## src/rtl/groovy_sched_pkg.sv

```systemverilog
// Shared constants and the scheduler state type for groovy_cmd_sched.
package groovy_sched_pkg;

    localparam int NUM_ENG      = 4;
    localparam int ENG_SWITCHRES = 0;
    localparam int ENG_AUDIO     = 1;
    localparam int ENG_BLIT      = 2;
    localparam int ENG_BLIT_LZ4  = 3;

    typedef enum logic [1:0] {
        IDLE  = 2'd0,
        GRANT = 2'd1,
        RUN   = 2'd2,
        ACK   = 2'd3
    } sched_state_t;

endpackage

```

## src/rtl/groovy_sched_pick.sv

```systemverilog
// Combinational winner selection: switchres (in vblank), then audio, then
// round-robin between blit and blit_lz4.
module groovy_sched_pick
    import groovy_sched_pkg::*;
(
    input  logic [NUM_ENG-1:0] req,
    input  logic               vga_vblank,
    input  logic               rr_lz4,
    output logic [NUM_ENG-1:0] pick,
    output logic               pick_valid
);

    always_comb begin
        pick = '0;
        if (req[ENG_SWITCHRES] && vga_vblank) begin
            pick[ENG_SWITCHRES] = 1'b1;
        end else if (req[ENG_AUDIO]) begin
            pick[ENG_AUDIO] = 1'b1;
        end else if (!req[ENG_SWITCHRES]) begin
            // A waiting switchres holds off both blit classes so it reaches the next vblank.
            if (req[ENG_BLIT] && (!req[ENG_BLIT_LZ4] || rr_lz4)) begin
                pick[ENG_BLIT] = 1'b1;
            end else if (req[ENG_BLIT_LZ4]) begin
                pick[ENG_BLIT_LZ4] = 1'b1;
            end
        end
    end

    assign pick_valid = |pick;

endmodule

```

## src/rtl/groovy_cmd_sched.sv

```systemverilog
// Command scheduler: grants the shared DDR port to one engine per command and
// acknowledges the HPS decoder. Optional counters: GROOVY_SCHED_STATS_EN.
module groovy_cmd_sched
    import groovy_sched_pkg::*;
#(
    parameter int                   TIMEOUT_W      = 24,
    parameter logic [TIMEOUT_W-1:0] TIMEOUT_CYCLES = 24'hFFFFFF
) (
    input  logic               clk_sys,
    input  logic               reset_n,
    input  logic               cmd_switchres,
    input  logic               cmd_audio,
    input  logic               cmd_blit,
    input  logic               cmd_blit_lz4,
    input  logic               vga_vblank,
    input  logic [NUM_ENG-1:0] eng_done,
    input  logic               clr_err,
    output logic               reset_switchres,
    output logic               reset_audio,
    output logic               reset_blit,
    output logic               reset_blit_lz4,
    output logic [NUM_ENG-1:0] eng_start,
    output logic [NUM_ENG-1:0] grant,
    output logic               busy,
    output logic               timeout_err
`ifdef GROOVY_SCHED_STATS_EN
    ,
    output logic [63:0]        stat_grants,
    output logic [15:0]        stat_timeouts
`endif
);

    localparam logic [TIMEOUT_W-1:0] TIMER_LAST = TIMEOUT_CYCLES - TIMEOUT_W'(1);
    localparam logic [TIMEOUT_W-1:0] TIMER_ONE  = TIMEOUT_W'(1);

    sched_state_t         state;
    logic [NUM_ENG-1:0]   req;
    logic [NUM_ENG-1:0]   pick;
    logic                 pick_valid;
    logic [NUM_ENG-1:0]   ack;
    logic [TIMEOUT_W-1:0] timer;
    logic                 rr_lz4;
    logic                 done_hit;
    logic                 expire;

    assign req = {cmd_blit_lz4, cmd_blit, cmd_audio, cmd_switchres};

    groovy_sched_pick u_pick (
        .req        (req),
        .vga_vblank (vga_vblank),
        .rr_lz4     (rr_lz4),
        .pick       (pick),
        .pick_valid (pick_valid)
    );

    // grant is zero outside GRANT/RUN, so done bits of other engines never match.
    assign done_hit = |(eng_done & grant) && (state == RUN);
    assign expire   = (state == RUN) && (timer == TIMER_LAST) && !done_hit;

    always_ff @(posedge clk_sys or negedge reset_n) begin
        if (!reset_n) begin
            state       <= IDLE;
            grant       <= '0;
            eng_start   <= '0;
            ack         <= '0;
            busy        <= 1'b0;
            timer       <= '0;
            rr_lz4      <= 1'b1;
            timeout_err <= 1'b0;
        end else begin
            eng_start <= '0;
            ack       <= '0;
            if (expire) begin
                timeout_err <= 1'b1;
            end else if (clr_err) begin
                timeout_err <= 1'b0;
            end
            case (state)
                IDLE: begin
                    if (pick_valid) begin
                        state     <= GRANT;
                        grant     <= pick;
                        eng_start <= pick;
                        busy      <= 1'b1;
                    end
                end
                GRANT: begin
                    state <= RUN;
                    timer <= '0;
                    if (grant[ENG_BLIT] || grant[ENG_BLIT_LZ4]) begin
                        rr_lz4 <= grant[ENG_BLIT_LZ4];
                    end
                end
                RUN: begin
                    timer <= timer + TIMER_ONE;
                    if (done_hit || (timer == TIMER_LAST)) begin
                        state <= ACK;
                        ack   <= grant;
                        grant <= '0;
                    end
                end
                ACK: begin
                    state <= IDLE;
                    busy  <= 1'b0;
                end
                default: state <= IDLE;
            endcase
        end
    end

    assign reset_switchres = ack[ENG_SWITCHRES];
    assign reset_audio     = ack[ENG_AUDIO];
    assign reset_blit      = ack[ENG_BLIT];
    assign reset_blit_lz4  = ack[ENG_BLIT_LZ4];

`ifdef GROOVY_SCHED_STATS_EN
    always_ff @(posedge clk_sys or negedge reset_n) begin
        if (!reset_n) begin
            stat_grants   <= '0;
            stat_timeouts <= '0;
        end else begin
            if (state == GRANT) begin
                for (int i = 0; i < NUM_ENG; i++) begin
                    if (grant[i]) begin
                        stat_grants[16*i +: 16] <= stat_grants[16*i +: 16] + 16'd1;
                    end
                end
            end
            if (expire) begin
                stat_timeouts <= stat_timeouts + 16'd1;
            end
        end
    end
`endif

endmodule

```

## config.mk

```make
export PLATFORM = sky130hd
export DESIGN_NAME = groovy_cmd_sched
export DESIGN_NICKNAME = d
export VERILOG_FILES = /design/src/rtl/groovy_sched_pkg.sv /design/src/rtl/groovy_sched_pick.sv /design/src/rtl/groovy_cmd_sched.sv
export SDC_FILE = /design/constraint.sdc
export NUM_CORES = 1
export LEC_CHECK = 0
export ABC_AREA = 0
export CORE_UTILIZATION = 36
export DETAILED_ROUTE_END_ITERATION = 10
export GPL_ROUTABILITY_DRIVEN = 0
export HOLD_SLACK_MARGIN = 0.03
export SLEW_MARGIN = 30
export SYNTH_ARGS = -nofsm -noshare
export SYNTH_HDL_FRONTEND = slang
export SYNTH_HIERARCHICAL = 1
export SYNTH_SLANG_ARGS = --single-unit
```

## constraint.sdc

```tcl
create_clock -name clk_sys -period 2.45 [get_ports clk_sys]
set_input_delay 0.245 -clock clk_sys [delete_from_list [all_inputs] [get_ports clk_sys]]
set_output_delay 0.245 -clock clk_sys [all_outputs]
set_load 0.02 [all_outputs]
```

==> reports/results.txt <==
Post-Route WL = 4830 µm
setup_tns = 0 ns
FF-to-FF setup slack = 0.27 ns
Multi-input gate area = 0.00109 mm²
Commonest cells post-synth = dfrtp_1, nand2_1, nor2_1
Slew headroom = 64.9%
CP Launch Type = register
violated checks = design-rule violations
worst IR drop on VDD = 0.289 mV
number of core rows = 28
most instantiated library cell after synthesis = dfrtp_1
CP Max Fanout = 8
fmax = 458 MHz
wire length on met2 = 2160 µm
Num CTS Buffers = 5
crit end category = register
Top Ports = 26
Worst path top cell family by delay = simple AND/OR/NAND/NOR gates
Max Clock Skew = 0.00296 ns
Seq. cell area = 0.00103 mm²
clock-pin slew on the worst setup and hold paths = 0.08 ns
first-pass GRT wire length = 8340 µm
HP Class = input pin to asynchronous set/reset pin
Chip Height = 80.1 µm
leakage power = 0.00111 µW
RSZ-0062 raised after global routing = false
clock buffer depth = 2
DR top layer = met4
Mapped Nets = 245
port bufs = 25
sequential cell area fraction in the yosys report = 46.8%
crit path launch = state[1]$_DFFE_PN0P_
initial antenna violation count = 0
vias = 1,823
FF-to-FF Start = state[1]$_DFFE_PN0P_
Seq cells post-synth = 41
Max Transition Viols Final = 0
Synth area leaders = dfrtp_1, nand2_1, ha_1
post-cts repair resize count = 0
met3 WL post-DR = 134 µm
Starting Density = 37.1%
post-synth cell types = 46
slowest stage cell, crit path = ha_1
period utilisation layout = 89.1%
Post-DP Area = 0.00253 mm²
Mapped Cells = 227
worst path buffer plus inverter count = 2
Die Wd = 80.1 µm
FILL cells = 593
First-pass DRT Iterations = 8
Cell Area, Synth = 0.00220 mm²
Clk Latency, worst-skew pair = 0.29 ns
Cell Chain, Critical Path = inv_1 > ha_1 > buf_4 > nand4_1 > nor4_1 > mux2i_1
area leader, netlist = dfrtp_1
drt first-iter violations = 106
Post-synth ARST share = 100%
Tmin final = 2.18 ns
YS warnings = 6
CTS Root Cell = clkbuf_8
Hold Violations, Final = 0
Antenna Cells = 0
share of the synthesized area in the top cell type = 45.6%
largest net degree at the start of global routing = 42
total gr overflow = 0
hpwl dp = 3400 µm
CTS tree = yes
share of layout cells above drive strength 1 = 10.5%
status = finished with violations
Via density = 5.51
Final Instance Area = 0.00263 mm²
maxcap violations = 0
crit-path max cell delay = 0.43 ns
Setup violations, final = 0
Crit path required time = 2.66 ns
top_reg_cell synth = dfrtp_1
Area Growth Syn to Fin = 19.5%
syn avg cell area = 9.68 µm²
Clock Sinks = 41
crit path kind = register to register
P per Cell Area = 874 mW/mm²
drc violations = 1
overall routing resource usage = 16.7%
wl on met1 = 2480 µm
Slew @ Worst Pin = 0.525 ns
nets@finish = 273
# Post-CTS Setup Buffers = 0
number of flops mapped to enable cells by yosys = 0
die footprint = 0.00642 mm²
H-tree lvl count = 2
Core Footprint = 0.00592 mm²
Antenna Nets Post-Route = 0
critical path data arrival time = 2.40 ns
Routed WL per cell = 14.6 µm
vias in the first global route = 1,708
[layer usage]
metal | GRT usage, % | vias to the layer above
li1 | - | 891
met5 | 0 | -
met3 | 3.64 | 5
met4 | 3.75 | 0
met2 | 25.7 | 26
met1 | 24.0 | 901
[metrics by stage]
stage	utilization, %	setup WS, ns	power, µW	hold slack (ns)	cells
finish	44.4	0.267	2290	0.464	331
global route	44.4	0.0920	2470	0.533	331
CTS	44.1	0.262	2320	0.108	330
detailed placement	42.8	0.286	1880	0.428	322
global placement	42.8	0.393	1860	0.430	322
floorplan	-	0.603	1490	-0.0506	227
[logic make-up after synthesis]
logic type	share of synthesized area [%]
buffers and inverters	3.47
XOR/XNOR	2.79
flip-flops	46.8
adder cells (fa/ha/maj)	3.42
multiplexers	2.28
AND/OR/NAND/NOR	26.2
AO/OA/AOI/OAI	15.1
[where the power goes]
part	internal [µW]	leakage [µW]	switching (µW)
Clock	198	0.0000450	235
Combinational	390	0.000506	613
Sequential	766	0.000558	93.0
[worst register-to-register path, delay by kind of cell (launching register included)]
family | cells | cell delay (ns)
mux | 1 | 0.25
flops | 1 | 0.40
simple gates | 2 | 0.71
fa+ha+maj | 1 | 0.43
buf+inv | 2 | 0.31
[state kept, by name, summed over array words and instances, names as in the netlist]
register     cells
ack              4
grant            4
timeout_err      1
rr_lz4           1
eng_start        4
state            2
timer           24
busy             1
[repair_timing]
item / CTS / global route
setup endpoints to repair: 0 / 0
endpoints found under the hold margin: 0 / 40
hold buffers: 0 / 1
[final cells by class]
| cell class | instances | share of cell area (%) |
|---|---|---|
| multi-input cells | 166 | 41.6 |
| flip-flops and latches | 41 | 39.1 |
| repair buffers | 30 | 11.0 |
| well taps | 75 | 3.57 |
| clock buffers | 6 | 2.76 |
| inverters | 11 | 1.57 |
| clock inverters | 2 | 0.381 |
[worst paths after layout]
path | endpoint | cells after the start
worst min register to register | rr_lz4$_DFFE_PN1P_ | 1
max in group asynchronous | rr_lz4$_DFFE_PN1P_ | 2
worst max-delay path | timer[22]$_DFFE_PN0P_ | 6
worst min-delay path | timer[9]$_DFFE_PN0P_ | 2
min in group clk_sys | timeout_err$_DFFE_PN0P_ | 2
worst max register to register | timer[22]$_DFFE_PN0P_ | 6
[placed cells by master (no fill, tap or decap), drive strengths merged, types with 6 or more instances in the layout]
master / netlist / final
clkdlybuf4s50: 0 / 24
nand4: 8 / 8
nor2: 13 / 13
a21oi: 8 / 8
inv: 10 / 10
nand3: 12 / 12
o21ai: 9 / 9
clkbuf: 9 / 6
and3: 9 / 9
nand2b: 7 / 7
dfrtp: 40 / 40
ha: 6 / 6
a22o: 7 / 7
or3: 6 / 6
nand2: 22 / 22
No activity file was read; power rests on OpenSTA's default activity.
